[config.mk]
export PLATFORM = sky130hd
export DESIGN_NAME = ps2_host_tx
export DESIGN_NICKNAME = d
export VERILOG_FILES = /design/src/rtl/ps2_pkg.sv /design/src/rtl/ps2_line_sync.sv /design/src/rtl/ps2_host_tx.sv
export SDC_FILE = /design/constraint.sdc
export NUM_CORES = 1
export LEC_CHECK = 0
export ABC_AREA = 0
export BUFFER_PORTS_ARGS = -buffer_cell sky130_fd_sc_hd__clkbuf_2
export CAP_MARGIN = 20
export CORE_MARGIN = 4
export CORE_UTILIZATION = 35
export CTS_CLUSTER_DIAMETER = 200
export DETAILED_ROUTE_END_ITERATION = 7
export SETUP_SLACK_MARGIN = 0.05
export SYNTH_ARGS = -nofsm -noshare
export SYNTH_HDL_FRONTEND = slang
export SYNTH_SLANG_ARGS = --single-unit
[constraint.sdc]
create_clock -name clk -period 2.5 [get_ports clk]
set_input_delay 0.125 -clock clk [delete_from_list [all_inputs] [get_ports clk]]
set_output_delay 0.125 -clock clk [all_outputs]
set_load 0.05 [all_outputs]
[src/rtl/ps2_pkg.sv]
// Shared types and constants for the PS/2 host-side transmitter and receiver.
package ps2_pkg;

    typedef enum logic [2:0] {
        ST_IDLE,
        ST_INHIBIT,
        ST_REQ,
        ST_SHIFT,
        ST_ACK,
        ST_WAIT_IDLE
    } ps2_tx_state_e;

    localparam logic [7:0] CMD_SET_LED = 8'hED;
    localparam logic [7:0] CMD_ENABLE  = 8'hF4;
    localparam logic [7:0] CMD_RESET   = 8'hFF;

    localparam int unsigned DEF_INHIBIT_CYC = 12000;
    localparam int unsigned DEF_TIMEOUT_CYC = 2000000;

    // Frame register holds data[7:0] plus parity at index 8; the stop bit is implicit.
    localparam int unsigned FRAME_W        = 9;
    localparam int unsigned BIT_W          = 4;
    localparam logic [3:0]  LAST_SHIFT_IDX = 4'd8;

    function automatic logic odd_parity(input logic [7:0] d);
        return ~^d;
    endfunction

endpackage

[src/rtl/ps2_line_sync.sv]
// Three-flop synchronizers for the PS/2 clock and data lines plus clock falling-edge detect.
module ps2_line_sync (
    input  logic clk,
    input  logic rst_n,
    input  logic ps2_clk,
    input  logic ps2_data,
    output logic clk_sync,
    output logic data_sync,
    output logic clk_fe_c
);

    logic [2:0] clk_sr;
    logic [2:0] data_sr;

    always_ff @(posedge clk or negedge rst_n) begin
        if (!rst_n) begin
            clk_sr  <= '0;
            data_sr <= '0;
        end else begin
            clk_sr  <= {clk_sr[1:0], ps2_clk};
            data_sr <= {data_sr[1:0], ps2_data};
        end
    end

    assign clk_sync  = clk_sr[2];
    assign data_sync = data_sr[2];
    // Stage 2 already low while stage 3 still high marks a falling edge.
    assign clk_fe_c  = ~clk_sr[1] & clk_sr[2];

endmodule

[src/rtl/ps2_host_tx.sv]
// PS/2 host-to-device command transmitter: inhibit, request-to-send, shift 10 bits, check ack.
module ps2_host_tx
    import ps2_pkg::*;
#(
    parameter int unsigned INHIBIT_CYC = DEF_INHIBIT_CYC,
    parameter int unsigned TIMEOUT_CYC = DEF_TIMEOUT_CYC
) (
    input  logic       clk,
    input  logic       rst,
    input  logic       ps2_clk_in,
    input  logic       ps2_data_in,
    output logic       ps2_clk_oe,
    output logic       ps2_data_oe,
    input  logic [7:0] tx_data,
    input  logic       tx_valid,
    output logic       tx_ready,
    output logic       busy,
    output logic       tx_done,
    output logic       tx_err
);

    localparam int unsigned CNT_MAX = (INHIBIT_CYC > TIMEOUT_CYC) ? INHIBIT_CYC : TIMEOUT_CYC;
    localparam int unsigned CNT_W   = $clog2(CNT_MAX + 1);
    localparam logic [CNT_W-1:0] INH_LAST = CNT_W'(INHIBIT_CYC - 1);
    localparam logic [CNT_W-1:0] TMO_LAST = CNT_W'(TIMEOUT_CYC - 1);

    logic clk_sync;
    logic data_sync;
    logic fe;

    ps2_line_sync u_sync (
        .clk      (clk),
        .rst_n    (rst),
        .ps2_clk  (ps2_clk_in),
        .ps2_data (ps2_data_in),
        .clk_sync (clk_sync),
        .data_sync(data_sync),
        .clk_fe_c (fe)
    );

    ps2_tx_state_e      state, state_n;
    logic [CNT_W-1:0]   cnt, cnt_n;
    logic [BIT_W-1:0]   bit_idx, bit_n, bit_inc;
    logic [FRAME_W-1:0] frame, frame_n;
    logic clk_oe_q, clk_oe_n;
    logic data_oe_q, data_oe_n;
    logic done_q, done_n;
    logic err_q, err_n;
    logic ready_q, ready_n;
    logic busy_q, busy_n;

    always_ff @(posedge clk or negedge rst) begin
        if (!rst) begin
            state     <= ST_IDLE;
            cnt       <= '0;
            bit_idx   <= '0;
            frame     <= '0;
            clk_oe_q  <= 1'b0;
            data_oe_q <= 1'b0;
            done_q    <= 1'b0;
            err_q     <= 1'b0;
            ready_q   <= 1'b0;
            busy_q    <= 1'b0;
        end else begin
            state     <= state_n;
            cnt       <= cnt_n;
            bit_idx   <= bit_n;
            frame     <= frame_n;
            clk_oe_q  <= clk_oe_n;
            data_oe_q <= data_oe_n;
            done_q    <= done_n;
            err_q     <= err_n;
            ready_q   <= ready_n;
            busy_q    <= busy_n;
        end
    end

    // Next state plus next values of every registered output.
    always_comb begin
        state_n   = state;
        cnt_n     = cnt;
        bit_n     = bit_idx;
        frame_n   = frame;
        clk_oe_n  = clk_oe_q;
        data_oe_n = data_oe_q;
        done_n    = 1'b0;
        err_n     = 1'b0;
        bit_inc   = bit_idx + BIT_W'(1);

        case (state)
            ST_IDLE: begin
                clk_oe_n  = 1'b0;
                data_oe_n = 1'b0;
                if (tx_valid && ready_q) begin
                    state_n   = ST_INHIBIT;
                    cnt_n     = '0;
                    frame_n   = {odd_parity(tx_data), tx_data};
                    clk_oe_n  = 1'b1;
                    data_oe_n = (INH_LAST == '0);
                end
            end
            ST_INHIBIT: begin
                if (cnt == INH_LAST) begin
                    state_n   = ST_REQ;
                    cnt_n     = '0;
                    clk_oe_n  = 1'b0;
                    data_oe_n = 1'b1;
                end else begin
                    cnt_n     = cnt + CNT_W'(1);
                    data_oe_n = (cnt_n == INH_LAST);
                end
            end
            ST_REQ: begin
                if (fe) begin
                    state_n   = ST_SHIFT;
                    bit_n     = '0;
                    data_oe_n = ~frame[0];
                end
            end
            ST_SHIFT: begin
                if (fe) begin
                    bit_n = bit_inc;
                    if (bit_idx == LAST_SHIFT_IDX) begin
                        state_n   = ST_ACK;
                        data_oe_n = 1'b0;
                    end else begin
                        data_oe_n = ~frame[bit_inc];
                    end
                end
            end
            ST_ACK: begin
                if (fe) begin
                    if (!data_sync) begin
                        state_n = ST_WAIT_IDLE;
                    end else begin
                        state_n = ST_IDLE;
                        err_n   = 1'b1;
                    end
                end
            end
            ST_WAIT_IDLE: begin
                if (clk_sync && data_sync) begin
                    state_n = ST_IDLE;
                    done_n  = 1'b1;
                end
            end
            default: state_n = ST_IDLE;
        endcase

        // Watchdog between device clock edges; a normal completion wins over a coincident timeout.
        if (state inside {ST_REQ, ST_SHIFT, ST_ACK, ST_WAIT_IDLE}) begin
            cnt_n = fe ? '0 : cnt + CNT_W'(1);
            if (!fe && !done_n && (cnt == TMO_LAST)) begin
                state_n   = ST_IDLE;
                err_n     = 1'b1;
                clk_oe_n  = 1'b0;
                data_oe_n = 1'b0;
            end
        end

        ready_n = (state_n == ST_IDLE) && !done_n && !err_n;
        busy_n  = (state_n != ST_IDLE);
    end

    assign ps2_clk_oe  = clk_oe_q;
    assign ps2_data_oe = data_oe_q;
    assign tx_done     = done_q;
    assign tx_err      = err_q;
    assign tx_ready    = ready_q;
    assign busy        = busy_q;

endmodule
=== Word-level counts from Yosys, hierarchy flattened ===
Cells that the tools add are included.

* Add/sub/neg operators: 2
* Mux-type cells: 40
* Equality and inequality tests: 12
* Magnitude comparators: 1
* Reduce and logical (&&, ||, !) cells: 19
* Bitwise gates (word level): 4

{| class="wikitable"
|+ Operator list
! cell !! number
|-
| 2-to-1 mux 21 bit || 4
|-
| == test 21 x 14 -> 1 bit, second input constant || 2
|-
| one-hot mux 21 bit (2 select lines) || 1
|-
| 2-to-1 mux 3 bit || 10
|-
| adder 21 x 1 -> 21 bit, second input constant || 1
|-
| == test 21 bit, second input constant || 1
|-
| 2-to-1 mux 1 bit || 18
|-
| one-hot mux 3 bit (6 select lines) || 1
|-
| 2-to-1 mux 4 bit || 2
|-
| one-hot mux 4 bit (2 select lines) || 1
|-
| XNOR reduction 8 bit || 1
|-
| == test 3 x 2 -> 1 bit, second input constant || 2
|-
| == test 3 bit, second input constant || 2
|-
| logical AND 1 bit || 6
|-
| logical NOT 3 bit || 2
|-
| nonzero test 3 bit || 2
|-
| < comparator 4 x 5 -> 1 bit, second input constant || 1
|-
| adder 4 x 1 -> 4 bit, second input constant || 1
|-
| binary-select mux 1 bit (select 4 bit) || 1
|-
| == test 4 bit, second input constant || 1
|-
| != test 2 bit, second input constant || 2
|-
| one-hot mux 1 bit (4 select lines) || 1
|-
| AND reduction 2 bit || 2
|-
| nonzero test 4 bit || 1
|-
| 8 further kinds || 12
|}

* Output and inout bits: 6
* Logic and storage cells: 90
* Input port bits: 13
* Register bits after elaboration: 49

=== Longest topological paths before layout ===
* Depth in word-level cells: 11
* Depth in mapped cells: 10
* Depth with buffers taken out: 8

=== Hierarchy ===
A second synthesis with hierarchy kept.

* Cell total of the unflattened synthesis: 289
* Area total of the unflattened synthesis: 2996.6 µm²

{| class="wikitable"
|+ By module, submodules not included
! module !! sequential area each (µm²) !! cells an instance !! area each (µm²) !! times used
|-
| ps2_host_tx || 1076.0 || 282 || 2832.7 || 1
|-
| ps2_line_sync || 150.1 || 7 || 163.9 || 1
|}

=== Least setup slack after synthesis ===
Ideal clock, no wire load.

* Path type: register to register
* Start point: register cnt[1]
* End point: register cnt[0]
* Path buffers: 3
* Slack: 223 ps
* Cell stages (with the launch flop): 10
* Setup time: 125 ps
* Data required time: 2375 ps
* Period minus slack after synthesis: 2277 ps
* Arrival: 2152 ps
* Cells stage by stage: dfrtp_1 ha_1 buf_2 nand4_2 or4_4 o211ai_2 buf_6 nand2_4 buf_6 mux2_2

* Cells in the longest elaborated chain, start to end: 4

{| class="wikitable"
|+ RTL lines
! what !! line !! text
|-
| start, declared || ps2_host_tx.sv:42 || <nowiki>logic [CNT_W-1:0] cnt, cnt_n;</nowiki>
|-
| start signal, assigned || ps2_host_tx.sv:66 || <nowiki>cnt <= cnt_n;</nowiki>
|-
| == test 21 x 14 -> 1 bit || ps2_host_tx.sv:103 || <nowiki>if (cnt == INH_LAST) begin</nowiki>
|-
| 2-to-1 mux 21 bit || ps2_host_tx.sv:103 ||
|-
| one-hot mux 21 bit (2 select lines) || ps2_host_tx.sv:90 || <nowiki>case (state)</nowiki>
|-
| 2-to-1 mux 21 bit || ps2_host_tx.sv:151 || <nowiki>if (state inside {ST_REQ, ST_SHIFT, ST_ACK, ST_WAIT_IDLE}) begin</nowiki>
|}

No other way between the ends.
A chain may end at the register's enable or synchronous reset.

=== Worst setup path in the final report ===
* Start point: register cnt[0]
* End point: register data_oe_q, in the netlist ps2_data_oe

* Cells in the longest elaborated chain, start to end: 6
* Elaborated cells on any way between the ends: 9
* Those cells by class: 1 x add/sub; 3 x eq/ne; 4 x mux; 1 x reduce/logical

{| class="wikitable"
|+ RTL lines
! what !! line !! text
|-
| adder 21 x 1 -> 21 bit || ps2_host_tx.sv:109 || <nowiki>cnt_n = cnt + CNT_W'(1);</nowiki>
|-
| == test 21 x 14 -> 1 bit || ps2_host_tx.sv:110 || <nowiki>data_oe_n = (cnt_n == INH_LAST);</nowiki>
|-
| 2-to-1 mux 1 bit || ps2_host_tx.sv:103 ||
|-
| one-hot mux 1 bit (4 select lines) || ps2_host_tx.sv:90 ||
|-
| 2-to-1 mux 1 bit || ps2_host_tx.sv:153 || <nowiki>if (!fe && !done_n && (cnt == TMO_LAST)) begin</nowiki>
|-
| 2-to-1 mux 1 bit * || ps2_host_tx.sv:151 ||
|-
| named net data_oe_n || ps2_host_tx.sv:46 || <nowiki>logic data_oe_q, data_oe_n;</nowiki>
|-
| end signal, assigned || ps2_host_tx.sv:70 || <nowiki>data_oe_q <= data_oe_n;</nowiki>
|-
| end, declared || ps2_host_tx.sv:46 ||
|}

The timed path passes the listed nets; every way through them passes the cells marked *.

==> flow_metrics.env <==
export IMPL_end_kind="register"
export IMPL_dominantRegCellSynth="dfrtp_1"
export IMPL_finalMaxSlewViolations=0
export IMPL_hpwl_mm=5.370
export IMPL_fin_setup_tns_ns=0
export IMPL_drive_above_1_share_pct=19.39
export IMPL_syn_to_final_growth_pct=13.79
export IMPL_outcome="finished, final reports clean"
export IMPL_cp_arrival_ns=2.54
export IMPL_synthCells=333
export IMPL_fin_worst_hold_slack_ns=0.06851
export IMPL_ys_seq_area_share_pct=41.21
export IMPL_dr_total_vias=2518
export IMPL_path_buf_inv=1
export IMPL_n_antenna_cell=0
export IMPL_die_area_mm2=0.01004
export IMPL_cpLargestDelayFamily="compound AO/OA/AOI/OAI gates"
export IMPL_avgViaCountPerCell=5.403
export IMPL_layout_commonest_cell="dfrtp_1"
export IMPL_worst_pin_slew_ns=0.5930
export IMPL_wirelength_mm=7.296
export IMPL_cts_tree="done"
export IMPL_drt_first_iter_violations=157
export IMPL_start_util_pct=36.03
export IMPL_placedCellCount=454
export IMPL_ys_warn_count=0
export IMPL_root_buffer="clkbuf_8"
export IMPL_antenna_found_initial=0
export IMPL_drc=0
export IMPL_critPathMaxFanout=8
export IMPL_p_leak_nw=1.421
export IMPL_core_area_mm2=0.008258
export IMPL_cpMaxStageDelayCell="a2111oi_2"
export IMPL_clock_latency_ns=0.31
export IMPL_rsz0062_at_grt="no"
export IMPL_num_rows=33
export IMPL_hold_path_class="in -> reg"
export IMPL_ys_types=53
export IMPL_fin_nets=377
export IMPL_path_class="reg -> reg"
export IMPL_cts_buffer_depth=2
export IMPL_grtUsageTotal_pct=15.19
export IMPL_ys_ff_latch=49
export IMPL_avgSynthCellArea_um2=8.935
export IMPL_slew_headroom_pct=60.47
export IMPL_final_cell_mix="dfrtp_1, nand2_1, o21ai_0"
export IMPL_worst_slack_ns=0.1727
export IMPL_grt_max_degree=28
export IMPL_drv_cap=0
export IMPL_die_h_um=100.2
export IMPL_power_density_mw_per_mm2=409.0
export IMPL_path_cells="ha_1 > buf_4 > nor3b_1 > a21oi_1 > or3_1 > a2111oi_2 > nand4_1 > o41ai_2"
export IMPL_fp_dieW_um=100.2
export IMPL_power_mw=1.385
export IMPL_hold_violations=0
export IMPL_synth_nets=350
export IMPL_gp_congestion=0.9918
export IMPL_setup_worst_path_start_class="register"
export IMPL_finalSetupViolations=0
export IMPL_grt_overflow=0
export IMPL_utilization_pct=41.00
export IMPL_timing_final_crit_share_pct=93.09
export IMPL_h_tree_depth=2
export IMPL_final_cells=466
export IMPL_max_vdd_ir_drop_v=0.0002791
export IMPL_port_buffers=18
export IMPL_first_pass_iters=4
export IMPL_grt_pass1_wl_mm=12.30
export IMPL_place_area_mm2=0.003236
export IMPL_fin_skew_ns=0.007128
export IMPL_ios=19
export IMPL_final_area_mm2=0.003386
export IMPL_cts_buffers=5
export IMPL_grt_pass1_vias=2403
export IMPL_slowest_delay_ns=0.43
export IMPL_async_reset_ff_share_pct=100.0
export IMPL_wire_per_inst_um=15.66
export IMPL_required_ns=2.71
export IMPL_ant_nets=0
export IMPL_place_ws_ns=0.1548
export IMPL_clk_pin_slew_ns=0.11
export IMPL_finalCriticalPeriod_ns=2.327
export IMPL_syn_area_mm2=0.002975
export IMPL_cts_sinks=49
export IMPL_synth_edf_count=0
export IMPL_max_freq_ghz=0.4297
-- worst paths after layout --
check / startpoint / end / slack, ns / depth (start not counted)
worst max-delay path: cnt[0] / ps2_data_oe / 0.17 / 8
worst min-delay path: tx_data[1] / frame[1] / 0.07 / 2
worst max register to register: cnt[0] / ps2_data_oe / 0.17 / 8
worst min register to register: u_sync.clk_sr[0] / u_sync.clk_sr[1] / 0.36 / 0
max in group asynchronous: rst / cnt[8] / 1.37 / 3
min in group asynchronous: rst / frame[0] / 0.34 / 2
-- cell type report --
cell class	instances	area, um2
clock buffers	5	68.82
clock inverters	3	28.78
fillers	815	4872
inverters	13	48.80
multi-input cells	251	1619
flip-flops and latches	49	1226
well taps	105	131.4
repair buffers	40	262.8
-- state kept, by name, summed over array words and instances, names as in the netlist --
register	cells
cnt	21
frame	9
bit_idx	4
state	3
u_sync.clk_sr	3
u_sync.data_sr	3
busy	1
ps2_clk_oe	1
ps2_data_oe	1
tx_done	1
tx_err	1
tx_ready	1
-- worst reg2reg max path, cell delays in order, from the launching register on --
cell,delay (ns)
dfrtp_1,0.42
ha_1,0.23
buf_4,0.17
nor3b_1,0.19
a21oi_1,0.05
or3_1,0.35
a2111oi_2,0.43
nand4_1,0.15
o41ai_2,0.23
-- routing by layer --
layer / up-vias / global-route usage (%) / wire, um
met1: 1209 / 21.62 / 3568
met2: 50 / 24.01 / 3407
met5: - / 0 / 0
met3: 8 / 2.641 / 244
met4: 0 / 3.731 / 74
li1: 1251 / - / -
-- where the power goes --
part	total, mW	internal (mW)	leakage (nW)	switching, mW
Clock	0.527	0.210	0.0506	0.317
Sequential	0.800	0.797	0.588	0.00290
Combinational	0.0580	0.0254	0.782	0.0326
-- Yosys cell counts, drive strengths merged, types with 6 or more instances --
master  count  area, um2
or3         6      37.54
mux2       12      135.1
xnor2      12      105.1
clkbuf     14      53.80
nand2      34      135.1
nand4       8      56.30
nand3      18      95.09
and3        7      43.79
o21ai      29      145.1
a21oi      25      125.1
inv        13      48.80
nor3        6      30.03
dfrtp      49       1226
buf         6      42.54
nor2       21      78.83
nand2b      7      43.79
-- logic make-up after synthesis --
family / Yosys count / share of synthesized area (%)
fa+ha+maj: 4 / 1.682
simple gates: 131 / 23.55
compound gates: 82 / 17.03
mux: 17 / 6.644
xor+xnor: 17 / 5.004
flops: 49 / 41.21
buf+inv: 33 / 4.878
-- repair_timing --
action,CTS,global route
hold buffers,3,0
endpoints found under the hold margin,24,0
setup buffers,0,1
gates resized for setup,0,3
setup endpoints to repair,0,13
Power figures use the tool's default switching activity.
